<file path="src/rtl/wasm_pkg.sv">
// Shared WASM definitions: opcode constants, immediate classes, decoder states and trap codes.
// Used by the loader, the fetch/decode stage and the executor.
package wasm_pkg;

    localparam logic [7:0] OP_UNREACHABLE = 8'h00;
    localparam logic [7:0] OP_NOP         = 8'h01;
    localparam logic [7:0] OP_BLOCK       = 8'h02;
    localparam logic [7:0] OP_LOOP        = 8'h03;
    localparam logic [7:0] OP_IF          = 8'h04;
    localparam logic [7:0] OP_END         = 8'h0B;
    localparam logic [7:0] OP_BR          = 8'h0C;
    localparam logic [7:0] OP_BR_IF       = 8'h0D;
    localparam logic [7:0] OP_RETURN      = 8'h0F;
    localparam logic [7:0] OP_CALL        = 8'h10;
    localparam logic [7:0] OP_DROP        = 8'h1A;
    localparam logic [7:0] OP_SELECT      = 8'h1B;
    localparam logic [7:0] OP_LOCAL_GET   = 8'h20;
    localparam logic [7:0] OP_GLOBAL_SET  = 8'h24;
    localparam logic [7:0] OP_MEM_FIRST   = 8'h28;
    localparam logic [7:0] OP_MEM_LAST    = 8'h3E;
    localparam logic [7:0] OP_I32_CONST   = 8'h41;
    localparam logic [7:0] OP_NUM_FIRST   = 8'h45;
    localparam logic [7:0] OP_NUM_LAST    = 8'hC4;

    typedef enum logic [2:0] {
        IC_NONE,
        IC_BLOCKTYPE,
        IC_ULEB,
        IC_SLEB,
        IC_MEMARG,
        IC_BAD
    } imm_class_e;

    typedef enum logic [2:0] {
        ST_IDLE,
        ST_FETCH_OP,
        ST_FETCH_IMM0,
        ST_FETCH_IMM1,
        ST_EMIT,
        ST_TRAP
    } fd_state_e;

    localparam logic [1:0] TRAP_NONE         = 2'd0;
    localparam logic [1:0] TRAP_UNKNOWN_OP   = 2'd1;
    localparam logic [1:0] TRAP_LEB_OVERLONG = 2'd2;
    localparam logic [1:0] TRAP_FETCH_END    = 2'd3;

    function automatic imm_class_e classify(input logic [7:0] op);
        imm_class_e cls;
        cls = IC_BAD;
        if (op inside {OP_UNREACHABLE, OP_NOP, OP_END, OP_RETURN, OP_DROP, OP_SELECT,
                       [OP_NUM_FIRST:OP_NUM_LAST]})
            cls = IC_NONE;
        else if (op inside {[OP_BLOCK:OP_IF]})
            cls = IC_BLOCKTYPE;
        else if (op inside {OP_BR, OP_BR_IF, OP_CALL, [OP_LOCAL_GET:OP_GLOBAL_SET]})
            cls = IC_ULEB;
        else if (op == OP_I32_CONST)
            cls = IC_SLEB;
        else if (op inside {[OP_MEM_FIRST:OP_MEM_LAST]})
            cls = IC_MEMARG;
        return cls;
    endfunction

endpackage

</file>
<file path="src/rtl/wasm_leb_accum.sv">
// LEB128 (u32/i32) accumulator: one byte per step, value/done/overflow are combinational on the
// stepped byte; state self-clears when an immediate finishes or overflows.
module wasm_leb_accum #(
    parameter int unsigned MAX_LEB_BYTES = 5
) (
    input  logic        clk,
    input  logic        rst_n,
    input  logic        clear_i,
    input  logic        step_i,
    input  logic        signed_i,
    input  logic [7:0]  byte_i,
    output logic [31:0] value_o,
    output logic        done_o,
    output logic        overflow_o
);

    localparam int unsigned CW = $clog2(MAX_LEB_BYTES + 1);

    logic [CW-1:0] cnt_q;
    logic [31:0]   acc_q;
    logic [5:0]    shamt;
    logic [5:0]    top_bit;
    logic [31:0]   part;
    logic [31:0]   ext;
    logic          sext;

    assign shamt      = 6'(cnt_q) * 6'd7;
    assign top_bit    = shamt + 6'd7;
    assign part       = {25'd0, byte_i[6:0]} << shamt;
    assign ext        = {32{1'b1}} << top_bit;
    assign done_o     = step_i & ~byte_i[7];
    assign overflow_o = step_i & byte_i[7] & (cnt_q == CW'(MAX_LEB_BYTES - 1));
    // Sign extension only applies when the final group leaves room below bit 32.
    assign sext       = done_o & signed_i & byte_i[6] & (top_bit < 6'd32);
    assign value_o    = acc_q | part | (sext ? ext : '0);

    always_ff @(posedge clk or negedge rst_n) begin
        if (!rst_n) begin
            acc_q <= '0;
            cnt_q <= '0;
        end else if (clear_i || done_o || overflow_o) begin
            acc_q <= '0;
            cnt_q <= '0;
        end else if (step_i) begin
            acc_q <= value_o;
            cnt_q <= cnt_q + CW'(1);
        end
    end

endmodule

</file>
<file path="src/rtl/wasm_fetch_decode.sv">
// WASM fetch/decode stage: byte-serial fetch from code memory, opcode classification,
// LEB128 immediate decode, valid/ready instruction output, PC redirects and sticky traps.
module wasm_fetch_decode
    import wasm_pkg::*;
#(
    parameter int unsigned ADDR_W        = 32,
    parameter int unsigned MAX_LEB_BYTES = 5
) (
    input  logic              clk,
    input  logic              rst_n,
    input  logic              rom_mapped,
    input  logic [ADDR_W-1:0] first_instruction,
    output logic [ADDR_W-1:0] mem_addr,
    output logic              mem_rd_en,
    input  logic [7:0]        mem_rd_data,
    input  logic              mem_rd_ready,
    output logic              ins_valid,
    input  logic              ins_ready,
    output logic [7:0]        ins_opcode,
    output logic [31:0]       ins_imm0,
    output logic [31:0]       ins_imm1,
    output logic [ADDR_W-1:0] ins_pc,
    output logic [ADDR_W-1:0] ins_next_pc,
    input  logic              redirect_valid,
    input  logic [ADDR_W-1:0] redirect_pc,
    output logic              trap,
    output logic [1:0]        trap_code
);

    fd_state_e         state_q;
    imm_class_e        cls_q;
    imm_class_e        op_cls;
    logic [ADDR_W-1:0] pc_q;
    logic [ADDR_W-1:0] pc_inc;
    logic [ADDR_W-1:0] ins_pc_q;
    logic [ADDR_W-1:0] npc_q;
    logic [7:0]        opcode_q;
    logic [31:0]       imm0_q;
    logic [31:0]       imm1_q;
    logic              rd_en_q;
    logic              valid_q;
    logic              trap_q;
    logic [1:0]        tcode_q;

    logic              active;
    logic              redir;
    logic              rd_done;
    logic              leb_step;
    logic              leb_clear;
    logic              leb_signed;
    logic [31:0]       leb_value;
    logic              leb_done;
    logic              leb_ovf;

    assign active     = (state_q != ST_IDLE) && (state_q != ST_TRAP);
    assign redir      = redirect_valid & active;
    assign rd_done    = rd_en_q & mem_rd_ready;
    assign pc_inc     = pc_q + ADDR_W'(1);
    assign op_cls     = classify(mem_rd_data);
    assign leb_step   = rd_done & ~redir &
                        (((state_q == ST_FETCH_IMM0) && (cls_q != IC_BLOCKTYPE)) ||
                         (state_q == ST_FETCH_IMM1));
    assign leb_clear  = redir | (state_q == ST_FETCH_OP);
    assign leb_signed = (state_q == ST_FETCH_IMM0) && (cls_q == IC_SLEB);

    wasm_leb_accum #(.MAX_LEB_BYTES(MAX_LEB_BYTES)) u_leb (
        .clk        (clk),
        .rst_n      (rst_n),
        .clear_i    (leb_clear),
        .step_i     (leb_step),
        .signed_i   (leb_signed),
        .byte_i     (mem_rd_data),
        .value_o    (leb_value),
        .done_o     (leb_done),
        .overflow_o (leb_ovf)
    );

    always_ff @(posedge clk or negedge rst_n) begin
        if (!rst_n) begin
            state_q  <= ST_IDLE;
            cls_q    <= IC_NONE;
            pc_q     <= '0;
            ins_pc_q <= '0;
            npc_q    <= '0;
            opcode_q <= '0;
            imm0_q   <= '0;
            imm1_q   <= '0;
            rd_en_q  <= 1'b0;
            valid_q  <= 1'b0;
            trap_q   <= 1'b0;
            tcode_q  <= TRAP_NONE;
        end else begin
            case (state_q)
                ST_IDLE: begin
                    if (rom_mapped) begin
                        pc_q    <= first_instruction;
                        rd_en_q <= 1'b1;
                        state_q <= ST_FETCH_OP;
                    end
                end
                ST_TRAP: ;
                default: begin
                    // Redirect wins over everything; an EMIT handshake in the same cycle
                    // has still been seen by the executor, so dropping valid is correct.
                    if (redirect_valid) begin
                        pc_q    <= redirect_pc;
                        rd_en_q <= 1'b0;
                        valid_q <= 1'b0;
                        state_q <= ST_FETCH_OP;
                    end else begin
                        case (state_q)
                            ST_FETCH_OP: begin
                                if (rd_done) begin
                                    opcode_q <= mem_rd_data;
                                    ins_pc_q <= pc_q;
                                    pc_q     <= pc_inc;
                                    imm0_q   <= '0;
                                    imm1_q   <= '0;
                                    cls_q    <= op_cls;
                                    rd_en_q  <= 1'b0;
                                    case (op_cls)
                                        IC_NONE: begin
                                            valid_q <= 1'b1;
                                            npc_q   <= pc_inc;
                                            state_q <= ST_EMIT;
                                        end
                                        IC_BAD: begin
                                            trap_q  <= 1'b1;
                                            tcode_q <= TRAP_UNKNOWN_OP;
                                            state_q <= ST_TRAP;
                                        end
                                        default: state_q <= ST_FETCH_IMM0;
                                    endcase
                                end else begin
                                    rd_en_q <= 1'b1;
                                end
                            end
                            ST_FETCH_IMM0, ST_FETCH_IMM1: begin
                                if (rd_done) begin
                                    pc_q    <= pc_inc;
                                    rd_en_q <= 1'b0;
                                    if ((state_q == ST_FETCH_IMM0) && (cls_q == IC_BLOCKTYPE)) begin
                                        imm0_q  <= {24'd0, mem_rd_data};
                                        valid_q <= 1'b1;
                                        npc_q   <= pc_inc;
                                        state_q <= ST_EMIT;
                                    end else if (leb_ovf) begin
                                        trap_q  <= 1'b1;
                                        tcode_q <= TRAP_LEB_OVERLONG;
                                        state_q <= ST_TRAP;
                                    end else if (leb_done) begin
                                        if (state_q == ST_FETCH_IMM0)
                                            imm0_q <= leb_value;
                                        else
                                            imm1_q <= leb_value;
                                        if ((state_q == ST_FETCH_IMM0) && (cls_q == IC_MEMARG)) begin
                                            state_q <= ST_FETCH_IMM1;
                                        end else begin
                                            valid_q <= 1'b1;
                                            npc_q   <= pc_inc;
                                            state_q <= ST_EMIT;
                                        end
                                    end
                                end else begin
                                    rd_en_q <= 1'b1;
                                end
                            end
                            ST_EMIT: begin
                                if (ins_ready) begin
                                    valid_q <= 1'b0;
                                    rd_en_q <= 1'b1;
                                    state_q <= ST_FETCH_OP;
                                end
                            end
                            default: ;
                        endcase
                    end
                end
            endcase
        end
    end

    assign mem_addr    = pc_q;
    assign mem_rd_en   = rd_en_q;
    assign ins_valid   = valid_q;
    assign ins_opcode  = opcode_q;
    assign ins_imm0    = imm0_q;
    assign ins_imm1    = imm1_q;
    assign ins_pc      = ins_pc_q;
    assign ins_next_pc = npc_q;
    assign trap        = trap_q;
    assign trap_code   = tcode_q;

endmodule

</file>
<file path="config.mk">
export PLATFORM = sky130hd
export DESIGN_NAME = wasm_fetch_decode
export DESIGN_NICKNAME = d
export VERILOG_FILES = /design/src/rtl/wasm_pkg.sv /design/src/rtl/wasm_leb_accum.sv /design/src/rtl/wasm_fetch_decode.sv
export SDC_FILE = /design/constraint.sdc
export NUM_CORES = 1
export LEC_CHECK = 0
export CORE_MARGIN = 5
export CORE_UTILIZATION = 51
export DETAILED_ROUTE_END_ITERATION = 16
export PLACE_DENSITY = 0.9
export SYNTH_ARGS = -nofsm -noshare
export SYNTH_HDL_FRONTEND = slang
export SYNTH_SLANG_ARGS = --single-unit
export TNS_END_PERCENT = 5
</file>
<file path="constraint.sdc">
create_clock -name clk -period 4.4 [get_ports clk]
set_input_delay 0.88 -clock clk [delete_from_list [all_inputs] [get_ports clk]]
set_output_delay 0.88 -clock clk [all_outputs]
set_load 0.05 [all_outputs]
</file>
==> flow_metrics.tcl <==
set metrics [dict create \
    final_hold_violating_endpoints 0 \
    critical_path_start_type "flop" \
    wl_per_cell_um 21.80 \
    drv.max_cap_violation_count 0 \
    synth_enable_flop_cells 0 \
    r2r_setup_slack_ns 0.43 \
    rows 53 \
    setup_violations 0 \
    wl_met3_um 2622 \
    swShare 0.4552 \
    logic_gate_share_of_total_power 0.479 \
    core-area_mm2 0.02089 \
    crit-reg2reg-launch "u_leb.cnt_q[0]" \
    power.density_cell_area_mw_per_mm2 697.4 \
    max-vdd-ir-drop_mv 0.5845 \
    cp_data_required_time_ns 4.81 \
    cts_buffers 23 \
    grt_max_degree 109 \
    postcts_setup_bufs 0 \
    synthMostInstantiatedCell "dfrtp_1" \
    area_delta_synth_final_pct 32.93 \
    die_w_um 155.1 \
    globalRouteOverflowTotal 0 \
    net-switching-power_mw 4.532 \
    synthesis_stage_register_bit_count 214 \
    ctsLongestPathBuffers 3 \
    worst_pin_slew_ns 1.173 \
    place_congestion 0.9126 \
    drt-pass1-iter-count 5 \
    post-route-min-period_ns 3.968 \
    power.sequential.fraction 0.312 \
    post_synthesis_instance_area_mm2 0.01074 \
    dieHeight_um 155.1 \
    count_of_input_and_output_buffers 250 \
    syn-num-nets 1136 \
    post_drt_via_cell_ratio 6.124 \
    ctsHoldBuffers 0 \
    grt_setup_unrepaired "false" \
    die_area_mm2 0.02406 \
    vias_in_the_first_global_route 9535 \
    synth_top_area_share 0.4987 \
    yosys-top-cells-area "dfrtp_1 50%, mux2_2 6.8%, o21ai_0 5.1%" \
    final_max_slew_violation_count 0 \
    path_class "flop to flop" \
    dp_worst_setup_slack_ns 0.4840 \
    avgSynthCellArea_um2 10.29 \
    synth_cell_type_count 78 \
    insertion_delay_ns 0.51 \
    r2r.worst_path.cells 12 \
    worstPathArrival_ns 4.38 \
    antenna_violations_before_repair 1 \
    via_count 9541 \
    cts_resized 0 \
    io_pins 251 \
    ys_dominant_reg_cell "dfrtp_1" \
    synth_warnings 0 \
    post_synthesis_sequential_area_ratio 0.4987 \
    post_synth_inst_count 1044 \
    track_usage 0.2734 \
    setup_slack_ns 0.4315 \
    timing.critical_path.fanout_max 13 \
    met2_wirelength_um 15740 \
    drt_iter0_drc 830 \
    layout_worst_path_cycle_share 0.9019 \
    totalNegativeSetupSlack_ns 0 \
    p_leak_nw 6.123 \
    routed.top_layer "met5" \
    max_slew_margin 0.2120 \
    maxClockFrequency_ghz 0.2520 \
    clk_transition_reported_paths_ns 0.06 \
    routedLengthMet1_um 14210 \
    cts.root.buffer_cell "clkbuf_16" \
    cts_sinks 214 \
    setup.worst_path.end_class "flop" \
    final_layout_size_suffix_gt1_frac 0.1201 \
    htree_num_levels 1 \
    netlist.top_cell.by_area "dfrtp_1" \
    floorplan.initialDensity 0.5141 \
    synth.top_cells.by_count "214 x dfrtp_1, 110 x o21ai_0, 99 x nand2_1, 65 x a21oi_1, 65 x mux2_2" \
    timing.clock.skew_ns 0.01082 \
    ant_nets 0 \
    run_status "completed" \
    tritoncts_clock_tree "yes" \
    dp_hpwl_um 23600 \
    grt_pass1_wl_um 53400 \
    internal_power_mw 5.424 \
    finalWirelength_um 33970 \
    regToRegEndpoint "ins_imm1[8]" \
    holdCritPathClass "input port to async pin" \
    final_net_count 1359 \
    share_of_flip_flops_with_an_asynchronous_set_or_reset_after_synthesis 1.000 \
    power.clock.fraction 0.209 \
    post-route-drc-count 0 \
]
## metal layers
layer / up-vias / global-route usage
met1: 4706 / 0.3741
met2: 477 / 0.4367
met4: 2 / 0.1009
li1: 4268 / -
met3: 88 / 0.05146
met5: - / 0
## state kept, by name, indices dropped and copies added (netlist names)
signal,cells
mem_addr,32
trap,1
ins_imm0,32
ins_next_pc,32
ins_imm1,32
trap_code,2
ins_pc,32
ins_opcode,8
u_leb.acc_q,32
cls_q,3
state_q,3
u_leb.cnt_q,3
mem_rd_en,1
ins_valid,1
## critical path, cell delays in order, from the launching register on
cell and delay (ns):
dfrtp_1 0.49, inv_1 0.17, ha_1 0.34, xor2_1 0.36, xnor2_1 0.21, inv_1 0.09, fa_1 0.43, nand2b_1 0.17
a21oi_1 0.16, xor2_1 0.15, nor2_1 0.74, a221oi_1 0.29, o21ai_0 0.27
## power groups by stage
| stage | combinational (mW) | sequential [mW] | clock [mW] |
|---|---|---|---|
| 2_1_floorplan | 1.47 | 4.71 | 0 |
| 3_3_place_gp | 4.66 | 3.07 | 0 |
| 3_5_place_dp | 4.74 | 3.11 | 0 |
| 4_1_cts | 4.78 | 3.09 | 2.11 |
| 5_1_grt | 5.00 | 3.19 | 2.17 |
| 6_report | 4.77 | 3.11 | 2.08 |
## final cells by class
class / instances / area, um^2
Tap cell: 275 / 344.1
Sequential cell: 214 / 5355
Fill cell: 1558 / 6614
Inverter: 26 / 97.59
Clock buffer: 27 / 630.6
Clock inverter: 13 / 181.4
Antenna cell: 1 / 2.502
Timing Repair Buffer: 273 / 2693
Multi-Input combinational cell: 729 / 4971
## worst max-delay path by stage
| stage | startpoint | end | slack [ns] | cells past startpoint |
|---|---|---|---|---|
| 2_1_floorplan | u_leb.cnt_q[0] | ins_imm0[27] | 0.90 | 14 |
| 3_3_place_gp | u_leb.cnt_q[1] | ins_imm0[7] | 0.61 | 12 |
| 3_5_place_dp | u_leb.cnt_q[1] | ins_imm1[8] | 0.48 | 12 |
| 4_1_cts | u_leb.cnt_q[1] | ins_imm1[8] | 0.42 | 12 |
| 5_1_grt | u_leb.cnt_q[0] | u_leb.acc_q[9] | 0.08 | 12 |
| 6_report | u_leb.cnt_q[0] | ins_imm1[8] | 0.43 | 12 |
## placed cells by master (no fill, tap or decap), drive strengths merged, types with 11 or more instances in the layout
master	count
and3	18
nand3	30
xnor2	20
dfrtp	214
mux2	67
a21oi	65
o21ai	111
ha	13
a221oi	16
inv	27
nor2	46
clkdlybuf4s50	249
xor2	19
a22o	50
mux2i	11
buf	24
nor3	20
nand2	100
clkbuf	27
## through the flow
step	hold slack (ns)	cells	util	cell area (um^2)	power (mW)
2_1_floorplan	0.4501	1044	-	10740	6.183
3_3_place_gp	0.4612	1517	0.6444	13460	7.734
3_5_place_dp	0.4713	1517	0.6444	13460	7.851
4_1_cts	0.4686	1557	0.6833	14270	9.972
5_1_grt	0.5065	1557	0.6833	14270	10.36
6_report	0.4316	1558	0.6834	14270	9.956
## cells by family after synthesis
group,count (synthesis),synth area share
AND/OR/NAND/NOR,275,0.1346
XOR/XNOR,39,0.03181
AO/OA/AOI/OAI,323,0.1977
buffers and inverters,101,0.03973
adder cells (fa/ha/maj),14,0.01701
flip-flops,214,0.4987
multiplexers,78,0.08051
Power figures use the tool's default switching activity.
